$ cat src/rtl/gumnut_port_responder_if.sv
// Gumnut I/O port bus between the CPU (initiator) and a port responder.
//   port_cyc_i / port_stb_i : bus cycle valid / strobe (request = cyc & stb)
//   port_we_i               : 1 = out (write), 0 = inp (read)
//   port_adr_i / port_dat_i : port address / write data
//   port_dat_o              : read data, non-zero only while port_ack_o = 1
//   port_ack_o              : one-cycle acknowledge
`timescale 1ns/1ps
interface gumnut_port_responder_if;
  logic       port_cyc_i;
  logic       port_stb_i;
  logic       port_we_i;
  logic [7:0] port_adr_i;
  logic [7:0] port_dat_i;
  logic [7:0] port_dat_o;
  logic       port_ack_o;

  modport master (
    output port_cyc_i, port_stb_i, port_we_i, port_adr_i, port_dat_i,
    input  port_dat_o, port_ack_o
  );

  modport slave (
    input  port_cyc_i, port_stb_i, port_we_i, port_adr_i, port_dat_i,
    output port_dat_o, port_ack_o
  );
endinterface

$ cat src/rtl/gumnut_port_responder.sv
// Responder end of the Gumnut I/O port bus: an 8-register window holding an
// output port, a synchronised input port and (optionally) an interval timer
// that drives the CPU interrupt request.
// Ports:
//   clk_i, rst_ni   : clock (posedge), asynchronous active-low reset
//   bus             : gumnut_port_responder_if.slave (cyc/stb/we/adr/dat, ack/dat_o)
//   in_port_i       : asynchronous external input (2-flop synchronised)
//   out_port_o      : OUT register
//   int_ack_i       : CPU interrupt acknowledge (clears EXP)
//   int_req_o       : registered EXP & IEN
// Build option: define GUMNUT_PORT_TIMER_EN to include the timer, CTRL, STATUS
// and interrupt logic; otherwise registers 2..5 read 0 and int_req_o is 0.
`timescale 1ns/1ps
module gumnut_port_responder #(
  parameter logic [7:0]  BASE_ADDR   = 8'h00,
  parameter int unsigned WAIT_STATES = 1,
  parameter logic [7:0]  OUT_RESET   = 8'h00
) (
  input  logic                          clk_i,
  input  logic                          rst_ni,
  gumnut_port_responder_if.slave        bus,
  input  logic [7:0]                    in_port_i,
  output logic [7:0]                    out_port_o,
  input  logic                          int_ack_i,
  output logic                          int_req_o
);

  localparam int unsigned DW    = 8;
  localparam int unsigned CNT_W = 4;
  localparam logic [CNT_W-1:0] WAIT_INIT = CNT_W'(WAIT_STATES);

  localparam logic [2:0] REG_OUT    = 3'd0;
  localparam logic [2:0] REG_IN     = 3'd1;
  localparam logic [2:0] REG_RELOAD = 3'd2;
  localparam logic [2:0] REG_COUNT  = 3'd3;
  localparam logic [2:0] REG_CTRL   = 3'd4;
  localparam logic [2:0] REG_STATUS = 3'd5;

  typedef enum logic [1:0] {
    ST_IDLE = 2'd0,
    ST_WAIT = 2'd1,
    ST_ACK  = 2'd2
  } state_e;

  state_e           state_q, state_d;
  logic [CNT_W-1:0] cnt_q, cnt_d;

  logic             req_c;
  logic             hit_c;
  logic             wr_c;
  logic [2:0]       reg_sel_c;
  logic [DW-1:0]    rd_mux_c;

  logic             ack_q;
  logic [DW-1:0]    rdat_q;
  logic [DW-1:0]    out_q;
  logic [DW-1:0]    sync_q1, sync_q2;

  // Request decode; the window is matched on the upper five address bits
  assign req_c     = bus.port_cyc_i & bus.port_stb_i;
  assign hit_c     = (bus.port_adr_i[7:3] == BASE_ADDR[7:3]);
  assign reg_sel_c = bus.port_adr_i[2:0];
  // Writes commit on the edge that ends the ACK cycle
  assign wr_c      = (state_q == ST_ACK) & bus.port_we_i;

  // FSM state register
  always_ff @(posedge clk_i or negedge rst_ni) begin
    if (!rst_ni) begin
      state_q <= ST_IDLE;
      cnt_q   <= '0;
    end else begin
      state_q <= state_d;
      cnt_q   <= cnt_d;
    end
  end

  // FSM next state; WAIT leaves when the decremented count reaches zero so
  // that ack lands WAIT_STATES+1 cycles after the request is sampled
  always_comb begin
    state_d = state_q;
    cnt_d   = cnt_q;
    case (state_q)
      ST_IDLE: begin
        if (req_c && hit_c) begin
          if (WAIT_STATES == 0) begin
            state_d = ST_ACK;
          end else begin
            state_d = ST_WAIT;
            cnt_d   = WAIT_INIT;
          end
        end
      end
      ST_WAIT: begin
        if (!req_c) begin
          state_d = ST_IDLE;
          cnt_d   = '0;
        end else if (cnt_q <= CNT_W'(1)) begin
          state_d = ST_ACK;
          cnt_d   = '0;
        end else begin
          cnt_d = cnt_q - CNT_W'(1);
        end
      end
      ST_ACK: begin
        state_d = ST_IDLE;
      end
      default: begin
        state_d = ST_IDLE;
        cnt_d   = '0;
      end
    endcase
  end

  // Registered ack and read data, both launched on entry to ACK
  always_ff @(posedge clk_i or negedge rst_ni) begin
    if (!rst_ni) begin
      ack_q  <= 1'b0;
      rdat_q <= '0;
    end else begin
      ack_q  <= (state_d == ST_ACK);
      rdat_q <= (state_d == ST_ACK) ? rd_mux_c : '0;
    end
  end

  // Input synchroniser and OUT register
  always_ff @(posedge clk_i or negedge rst_ni) begin
    if (!rst_ni) begin
      sync_q1 <= '0;
      sync_q2 <= '0;
      out_q   <= OUT_RESET;
    end else begin
      sync_q1 <= in_port_i;
      sync_q2 <= sync_q1;
      if (wr_c && (reg_sel_c == REG_OUT)) begin
        out_q <= bus.port_dat_i;
      end
    end
  end

`ifdef GUMNUT_PORT_TIMER_EN
  logic [DW-1:0] reload_q;
  logic [DW-1:0] count_q;
  logic          ten_q;
  logic          ien_q;
  logic          exp_q;
  logic          int_req_q;
  logic          ten_start_c;
  logic          expire_c;
  logic          exp_clr_c;

  assign ten_start_c = wr_c & (reg_sel_c == REG_CTRL) & bus.port_dat_i[0] & ~ten_q;
  assign expire_c    = ten_q & (count_q == '0);
  assign exp_clr_c   = int_ack_i | (wr_c & (reg_sel_c == REG_STATUS) & bus.port_dat_i[0]);

  // Interval timer; expiry wins over any simultaneous EXP clear
  always_ff @(posedge clk_i or negedge rst_ni) begin
    if (!rst_ni) begin
      reload_q  <= '0;
      count_q   <= '0;
      ten_q     <= 1'b0;
      ien_q     <= 1'b0;
      exp_q     <= 1'b0;
      int_req_q <= 1'b0;
    end else begin
      if (wr_c && (reg_sel_c == REG_RELOAD)) begin
        reload_q <= bus.port_dat_i;
      end
      if (wr_c && (reg_sel_c == REG_CTRL)) begin
        ten_q <= bus.port_dat_i[0];
        ien_q <= bus.port_dat_i[1];
      end
      if (ten_start_c) begin
        count_q <= reload_q;
      end else if (ten_q) begin
        count_q <= expire_c ? reload_q : count_q - DW'(1);
      end
      if (expire_c) begin
        exp_q <= 1'b1;
      end else if (exp_clr_c) begin
        exp_q <= 1'b0;
      end
      int_req_q <= exp_q & ien_q;
    end
  end

  assign int_req_o = int_req_q;
`else
  logic unused_int_ack;

  assign unused_int_ack = int_ack_i;
  assign int_req_o      = 1'b0;
`endif

  // Read mux; unmapped or absent registers read zero
  always_comb begin
    rd_mux_c = '0;
    case (reg_sel_c)
      REG_OUT:    rd_mux_c = out_q;
      REG_IN:     rd_mux_c = sync_q2;
`ifdef GUMNUT_PORT_TIMER_EN
      REG_RELOAD: rd_mux_c = reload_q;
      REG_COUNT:  rd_mux_c = count_q;
      REG_CTRL:   rd_mux_c = {6'b0, ien_q, ten_q};
      REG_STATUS: rd_mux_c = {7'b0, exp_q};
`endif
      default:    rd_mux_c = '0;
    endcase
  end

  assign bus.port_ack_o = ack_q;
  assign bus.port_dat_o = rdat_q;
  assign out_port_o     = out_q;

endmodule

$ cat src/flat_wrapper.sv
// flat-port wrapper written by rule: the top's interface ports become plain ports
module gumnut_port_responder_flat 
#(
  parameter logic [7:0]  BASE_ADDR   = 8'h00,
  parameter int unsigned WAIT_STATES = 1,
  parameter logic [7:0]  OUT_RESET   = 8'h00
)
  (clk_i, rst_ni, in_port_i, out_port_o, int_ack_i, int_req_o, bus_port_cyc_i, bus_port_stb_i, bus_port_we_i, bus_port_adr_i, bus_port_dat_i, bus_port_dat_o, bus_port_ack_o);
  gumnut_port_responder_if bus_i ();
  input  logic clk_i;
  input  logic rst_ni;
  input  logic [7:0] in_port_i;
  output logic [7:0] out_port_o;
  input  logic int_ack_i;
  output logic int_req_o;
  input wire logic [$bits(bus_i.port_cyc_i)-1:0] bus_port_cyc_i;
  input wire logic [$bits(bus_i.port_stb_i)-1:0] bus_port_stb_i;
  input wire logic [$bits(bus_i.port_we_i)-1:0] bus_port_we_i;
  input wire logic [$bits(bus_i.port_adr_i)-1:0] bus_port_adr_i;
  input wire logic [$bits(bus_i.port_dat_i)-1:0] bus_port_dat_i;
  output wire logic [$bits(bus_i.port_dat_o)-1:0] bus_port_dat_o;
  output wire logic [$bits(bus_i.port_ack_o)-1:0] bus_port_ack_o;
  assign bus_i.port_cyc_i = bus_port_cyc_i;
  assign bus_i.port_stb_i = bus_port_stb_i;
  assign bus_i.port_we_i = bus_port_we_i;
  assign bus_i.port_adr_i = bus_port_adr_i;
  assign bus_i.port_dat_i = bus_port_dat_i;
  assign bus_port_dat_o = bus_i.port_dat_o;
  assign bus_port_ack_o = bus_i.port_ack_o;
  gumnut_port_responder #(.BASE_ADDR(BASE_ADDR), .WAIT_STATES(WAIT_STATES), .OUT_RESET(OUT_RESET)) u_core (.clk_i(clk_i), .rst_ni(rst_ni), .bus(bus_i), .in_port_i(in_port_i), .out_port_o(out_port_o), .int_ack_i(int_ack_i), .int_req_o(int_req_o));
endmodule
$ cat config.mk
export PLATFORM = sky130hd
export DESIGN_NAME = gumnut_port_responder_flat
export DESIGN_NICKNAME = d
export VERILOG_FILES = /design/src/rtl/gumnut_port_responder_if.sv /design/src/rtl/gumnut_port_responder.sv /design/src/flat_wrapper.sv
export SDC_FILE = /design/constraint.sdc
export NUM_CORES = 1
export LEC_CHECK = 0
export ABC_AREA = 1
export CELL_PAD_IN_SITES_DETAIL_PLACEMENT = 0
export CELL_PAD_IN_SITES_GLOBAL_PLACEMENT = 1
export CORE_MARGIN = 2
export CORE_UTILIZATION = 36
export DETAILED_ROUTE_END_ITERATION = 7
export GPL_TIMING_DRIVEN = 0
export PLACE_DENSITY = 0.92
export REMOVE_ABC_BUFFERS = 1
export SKIP_CTS_REPAIR_TIMING = 1
export SYNTH_ARGS = -nofsm -noshare
export SYNTH_HDL_FRONTEND = slang
export SYNTH_SLANG_ARGS = --single-unit
$ cat constraint.sdc
create_clock -name clk_i -period 3.1 [get_ports clk_i]
set_input_delay 0.62 -clock clk_i [delete_from_list [all_inputs] [get_ports clk_i]]
set_output_delay 0.62 -clock clk_i [all_outputs]
set_load 0.01 [all_outputs]
==> results list, run 1 <==
* Run status: completed
- Along the worst path, the maximum fanout reaches 3.
* Arrival time reported for the critical path endpoint: 1.22 ns
* H-tree levels: 2
- Number of flops mapped to enable cells by yosys: 0
* Cell type with the highest aggregate area in the netlist: sky130_fd_sc_hd__dfrtp_1
* Cell Rows: 23
* Startpoint of the lowest-slack register-to-register path: u_core.cnt_q[0]
- On the critical path, the stage with the largest delay is an instance of sky130_fd_sc_hd__clkdlybuf4s50_1.
* Clk_skew: 0.00568 ns
- Required time reported for the critical path endpoint: 2.48 ns
- After detailed routing, the number of remaining DRC violations is 0.
- Core Footprint: 0.00406 mm²
- Total instance count after detailed placement: around 260
* Top cells by area in the synthesized netlist: sky130_fd_sc_hd__dfrtp_1, sky130_fd_sc_hd__nand2_1, sky130_fd_sc_hd__inv_1, sky130_fd_sc_hd__nand3_1, sky130_fd_sc_hd__nor2_1
* Number of pins exceeding their max-slew limit in the final report: 0
- Post-route setup TNS: 0 ns
- Antenna Violating Nets Remaining: 0
* Kind of end point of the critical path: output port
- Final setup fails: 0
- Synth cell types: 17
* Overall Global Routing Usage: between 10% and 20%
* Clk buf depth: 2
* Setup Slack @ Placement: 1.02 ns
- Top delay family on crit path: buffers and inverters
* Power spent charging and discharging nets: 0.216 mW
* Vias/cell: 4.23
- Number of detailed-route iterations in the first pass: 4
- Worst min-delay path class: reg -> reg
- Summed over all layers, the global routing overflow is 0.
- After clock tree synthesis, the clock-pin slew on the worst setup and hold paths is 0.07 ns.
- The first global-routing pass estimated 4910 µm of wire.
- Number of warning messages in the yosys log: 0
* RSZ-0062 raised after global routing: no
- After synthesis, flip-flops and latches occupy 63.5% of the total area.
* Power per cell area: 446 mW/mm²
- The internal power of the cells totals 0.729 mW.
* Final critical path time including I/O delays and setup: 1.84 ns
- The floorplan step defined a die boundary enclosing 0.00481 mm².
* Slew Limit Headroom: 44.8%
- For this design the static power due to leakage is 1.14 nW.
- WS Path Type: reg -> out
- Min-Delay Startpoint: u_core.sync_q1[7]
* Vert. Die Dim: 69.3 µm
- Post-synthesis to final-layout area growth: 37.9%
- Clock sinks: 39
- Entering global routing, the biggest net connects 40 pins.
- Final wirelength: roughly 2900 µm
- 0 antenna diodes ended up in the layout.
- Leading cell type in the layout, fill and taps excluded: sky130_fd_sc_hd__nand2_1
- CP bufs+invs: 1
- For this run, the leading register cell type out of synthesis is sky130_fd_sc_hd__dfrtp_1.
- Final WS setup: between 1 and 1.5 ns
- Summed over all nets, the half-perimeter wirelength after detailed placement is 2090 µm.
- After synthesis, the mean cell area works out to 9.20 µm².
- Nature of the critical path startpoint: register
- The clock network burns approximately a third of the power.
* Register bit count reported by yosys: 39
- The share of total power dissipated in combinational logic is 9.6%.
* Number of max-capacitance violations reported: 0
- Via count: between 1000 and 1500
- In this run the number of cells on the critical path is 1.
* # port buffers: 45
- After the first detailed-routing iteration, the DRC count stood at 89.
* Flop pwr share: 56.1%
- Async SR Flop Fraction: 100%
- The post-route netlist has 5.94% of its cells at a drive strength greater than 1.
* Insertion delay to the later sink of the worst-skew pair: a little under 0.3 ns
- Die boundary width: 69.3 µm
- Initial antenna violation count: 0
* Transition time of the tightest slew-check pin: 0.828 ns
* Inserted Clock Buffers: 5
* Total of fill cells in the finished design: 366
- Fmax achieved: 0.545 GHz
- Synth Cell Area: about 0.0015 mm²
- Counting instances, the worst hold path has a depth of 0.
- Clock root buffer: sky130_fd_sc_hd__clkbuf_8
- Most frequent cells in the layout: sky130_fd_sc_hd__nand2_1, sky130_fd_sc_hd__clkdlybuf4s50_1, sky130_fd_sc_hd__dfrtp_1
- Last weighted congestion value of the routability-driven placer: 0.746
- Traced cell by cell, the critical path runs through clkdlybuf4s50_1.
* Capturing point of the worst reg2reg path: u_core.bus.port_dat_o[5]
* Number of instances in the synthesized netlist: 167
- Switching part of the total power: ~23%
* Number of global-route vias before repair: 1066
- Fraction of the cycle the final worst path needs: 59.2%
- CTS tree: built
- The critical path starts at u_core.out_port_o[3].
- Measured in cells, the most critical reg-to-reg path has a length of 8.
- The worst register-to-register path has a setup slack of 1.63 ns.
* Share of the synthesized area in the top cell type: 63.5%
- The final count of hold timing violations is 0.
- WL/cell: 10.7 µm
- The finished layout holds 269 standard cells, fillers aside.
- For this design the top-level I/O count stands at 48.
- Layout Nets: 250
- The largest single stage delay on the critical path is roughly 0.54 ns.
- Maximum vdd drop: 0.329 mV
* Destination of the worst hold path: u_core.sync_q2[7]
- Across all hold checks on the routed design, the worst slack comes to 0.351 ns.
- For this configuration, the core starts out at a cell density of 37.9%.
-- per-stage QoR --
step / util, % / cell area [µm²] / total power [mW]
5_1_grt: 52.2 / 2120 / 0.992
3_5_place_dp: 50.2 / 2040 / 0.633
6_report: 52.2 / 2120 / 0.945
2_1_floorplan: - / 1530 / 0.575
3_3_place_gp: 50.3 / 2040 / 0.631
4_1_cts: 52.2 / 2120 / 0.960
-- flip-flops by register name, summed over array words and instances (netlist names) --
signal / flops
u_core.bus.port_dat_o: 8
u_core.out_port_o: 8
u_core.sync_q1: 8
u_core.sync_q2: 8
u_core.cnt_q: 4
u_core.state_q: 2
u_core.bus.port_ack_o: 1
-- logic make-up after synthesis --
group,after synthesis,share of synthesized area [%]
and+or+nand+nor,97,27.0
DFF,39,63.5
buffers and inverters,26,6.68
adders and majority gates,2,1.63
AOI/OAI and AO/OA,1,0.325
xor gates and xnor gates,1,0.570
other,1,0.244
-- cells in the mapped netlist, types with 2 or more instances --
cell type                 number
sky130_fd_sc_hd__inv_1        23
sky130_fd_sc_hd__nand4_1       2
sky130_fd_sc_hd__nand2_1      73
sky130_fd_sc_hd__ha_1          2
sky130_fd_sc_hd__dfrtp_1      39
sky130_fd_sc_hd__nor2_1       10
sky130_fd_sc_hd__nand3_1       8
-- how the worst max path moves through the flow --
stage / to / slack [ns]
floorplan: u_core.out_port_o[0] / 1.78
global placement: u_core.sync_q1[2] / 0.53
detailed placement: u_core.out_port_o[6] / 1.02
CTS: out_port_o[3] / 1.24
global route: out_port_o[3] / 1.22
finish: out_port_o[3] / 1.26
-- power groups by stage --
stage	Sequential [mW]	Combinational [mW]	Clock (mW)
after CTS	0.530	0.0932	0.337
after floorplan	0.539	0.0360	0
after detailed placement	0.540	0.0927	0
after global placement	0.539	0.0917	0
after global routing	0.531	0.103	0.357
final	0.530	0.0912	0.324
-- layout make-up --
type / instances / area [µm²] / area share, %
multi-input cells: 102 / 458 / 21.6
well taps: 50 / 62.6 / 2.95
clock buffers: 7 / 76.3 / 3.60
clock inverters: 1 / 5.00 / 0.236
inverters: 25 / 95.1 / 4.49
repair buffers: 45 / 445 / 21.0
flip-flops and latches: 39 / 976 / 46.1
-- layer usage --
layer  GRT usage, %  share of wire, %
met4           6.54               2.4
met3           4.22               4.9
met5              0                 0
met2           21.8                51
met1           15.5                42
(Power assumes the default switching activity.)
==> run 2, diff against run 1 <==
--- a/config.mk
+++ b/config.mk
@@ -9,10 +9,10 @@
 export CELL_PAD_IN_SITES_DETAIL_PLACEMENT = 0
 export CELL_PAD_IN_SITES_GLOBAL_PLACEMENT = 1
 export CORE_MARGIN = 2
-export CORE_UTILIZATION = 36
+export CORE_UTILIZATION = 30
 export DETAILED_ROUTE_END_ITERATION = 7
 export GPL_TIMING_DRIVEN = 0
-export PLACE_DENSITY = 0.92
+export PLACE_DENSITY = 0.83
 export REMOVE_ABC_BUFFERS = 1
 export SKIP_CTS_REPAIR_TIMING = 1
 export SYNTH_ARGS = -nofsm -noshare
==> constraint.sdc (replaced) <==
create_clock -name clk_i -period 1.56 [get_ports clk_i]
set_input_delay 0.312 -clock clk_i [delete_from_list [all_inputs] [get_ports clk_i]]
set_output_delay 0.312 -clock clk_i [all_outputs]
set_load 0.01 [all_outputs]
==> run 2 against run 1 <==
Compared with the run above: final cell count is 7.4% higher; combinational power is 110% higher; critical path type unchanged; sequential share of layout area is 1.3 points lower.
==> results list, run 2 (synthesized netlist as in run 1, its figures left out) <==
- Run status: completed
- Number of remaining DRC errors: 0 (unchanged)
* WS Path Type: reg -> out
* Required time reported for the critical path endpoint: 1.25 ns (-1.23 ns)
- Vias/cell: 3.97 (-6.2%)
- Of the available clock period, the critical path in the final layout requires 97.4%.
* Cells along the critical path: clkdlybuf4s50_1
* Initial Util: 30.7% (-7.2 points)
* Setup Slack @ Placement: -0.227 ns (-1.25 ns)
- Via count: 1148 (+0.79%)
- The aggregate global-route resource usage came to 11.1% (-2.2 points).
- Clk_skew: 0.00505 ns (-0.000629 ns)
- Number of global-route vias before repair: 1015 (-4.8%)
- The area growth from synthesis to layout is 41.9%.
* Final setup fails: 0 (unchanged)
* Number of pins exceeding their max-slew limit in the final report: 0 (unchanged)
- The level count of the clock H-tree is 2 (unchanged).
- The die outline width was 75.6 µm (+9.0%).
- The library cells used most frequently in the layout, excluding fill and tap cells, are sky130_fd_sc_hd__nand2_1, sky130_fd_sc_hd__clkdlybuf4s50_1, sky130_fd_sc_hd__dfrtp_1.
- The initial antenna violation count was 0 (unchanged).
* Clock slew at reported path FFs: 0.07 ns (about the same)
* Arrival time reported for the critical path endpoint: 1.21 ns (about the same)
* Final wirelength: 2980 µm (+2.9%)
- The number of maximum-capacitance constraint violations came to 0 (unchanged).
* Clock sinks: 39 (unchanged)
* Transition time of the tightest slew-check pin: 0.840 ns (+0.0120 ns)
- # port buffers: 45 (unchanged)
- Antenna Violating Nets Remaining: 0 (unchanged)
- Leakage power figure: 1.24 nW (+8.3%)
* Kind of end point of the critical path: output port
- The setup slack of the critical path after layout was 0.0408 ns (-1.22 ns).
* Vert. Die Dim: 75.6 µm (+9.0%)
- Fmax achieved: 0.658 GHz
- The number of top-level pins is 48 (unchanged).
* Number of hold-slack violations in the final timing report: 0 (unchanged)
* Final critical path time including I/O delays and setup: 1.52 ns
- Layout Nets: 252 (+0.80%)
- The number of DRC violations after detailed-routing iteration 0 came to 49 (-45%).
- Core Footprint: 0.00501 mm² (+23%)
- Overall die area: 0.00571 mm² (+19%)
- The half-perimeter wire length after detailed placement is 2080 µm (-0.60%).
* Maximum vdd drop: 0.468 mV (+42%)
- The headroom to the max-slew limit is 44.0% (-0.80 points).
- The maximum cell stage delay along the critical path is 0.55 ns (about the same).
* Max stage delay cell, worst path: sky130_fd_sc_hd__clkdlybuf4s50_1
- The routed wire length per instance came to 10.3 µm (-4.2%).
- Leading cell type in the layout, fill and taps excluded: sky130_fd_sc_hd__nand2_1
* RSZ-0062 raised after global routing: no
* Maximum number of pins on one net before global-route repair: 40 (unchanged)
- The power per standard cell area is 845 mW/mm² (+89%).
- Worst min-delay path class: in -> async
* CP max FO: 3 (unchanged)
- The fraction of final layout cells sized beyond drive strength 1 was 6.85% (+0.91 points).
- Number of detailed-route iterations in the first pass: 4 (unchanged)
- Total gr overflow: 0 (unchanged)
- The maximum clock path buffer count is 2 (unchanged).
- The antenna diode count is 0 (unchanged).
- Finished Core Util: 43.5% (-8.7 points)
- The number of cell rows came to 26 (+13%).
- TritonCTS built the clock tree.
- Nature of the critical path startpoint: register
- The first-pass GRT wire length was 4570 µm (-6.9%).
- Inserted Clock Buffers: 5 (unchanged)
- The number of buffer and inverter stages on the critical path was 1 (unchanged).
- The weighted congestion at the end of routability-driven global placement is 0.700 (-6.2%).
* Pwr Total: 1.84 mW (+95%)
- The cell family contributing the most delay on the critical path is buffers and inverters.
- The tree is rooted in a sky130_fd_sc_hd__clkbuf_8.
* Insertion delay to the later sink of the worst-skew pair: 0.28 ns (about the same)
==> run 2: path summary, 6_finish.rpt <==
check,startpoint,to,slack (ns),cells after the start
setup / recovery,u_core.out_port_o[0],out_port_o[0],0.04,1
hold / removal,rst_ni,u_core.bus.port_dat_o[0],0.13,1
setup reg to reg,u_core.cnt_q[0],u_core.bus.port_dat_o[4],0.19,8
hold reg to reg,u_core.sync_q1[3],u_core.sync_q2[3],0.35,0
max in group asynchronous,rst_ni,u_core.sync_q2[4],0.90,1
min in group clk_i,u_core.sync_q1[3],u_core.sync_q2[3],0.35,0
==> run 2: worst register-to-register path, stage by stage (launching register included) <==
cell	delay (ns)
sky130_fd_sc_hd__dfrtp_1	0.40
sky130_fd_sc_hd__inv_1	0.13
sky130_fd_sc_hd__ha_1	0.22
sky130_fd_sc_hd__inv_1	0.05
sky130_fd_sc_hd__nand2_1	0.07
sky130_fd_sc_hd__nand2_2	0.12
sky130_fd_sc_hd__nor2_4	0.19
sky130_fd_sc_hd__nand2_1	0.09
sky130_fd_sc_hd__inv_1	0.05
==> run 2: metal layers <==
layer  part of all wire, %  routed length, µm  GRT usage, %  vias up
met5                     0                  0             0        -
met4                   2.0                 59          5.26        0
met3                   5.9                177          2.91        7
met2                    46               1370          16.6       36
met1                    46               1360          15.0      509
li1                      -                  -             -      596
==> run 2: stage by stage <==
| stage | cells | instance area (µm²) | hold WS, ns | setup TNS [ns] |
|---|---|---|---|---|
| after floorplan | 166 | 1530 | 0.0164 | 0 |
| after global placement | 281 | 2070 | 0.333 | -30.80 |
| after detailed placement | 281 | 2060 | 0.336 | -2.66 |
| after CTS | 287 | 2130 | 0.162 | 0 |
| after global routing | 289 | 2180 | 0.202 | 0 |
| final | 289 | 2180 | 0.134 | 0 |
==> run 2: cell type report <==
type                       count  area (µm²)
sequential                    39         976
fill                         501        2830
clock buffer                   6        72.6
timing repair buffer          46         478
tap                           70        87.6
multi-input combinational    103         472
inverter                      25        95.1
==> run 2: where the power goes <==
group,total [mW],internal [mW],switching [mW]
Sequential,1.05,1.04,0.0123
Combinational,0.192,0.0987,0.0935
Clock,0.597,0.297,0.300
Total,1.84,1.44,0.405
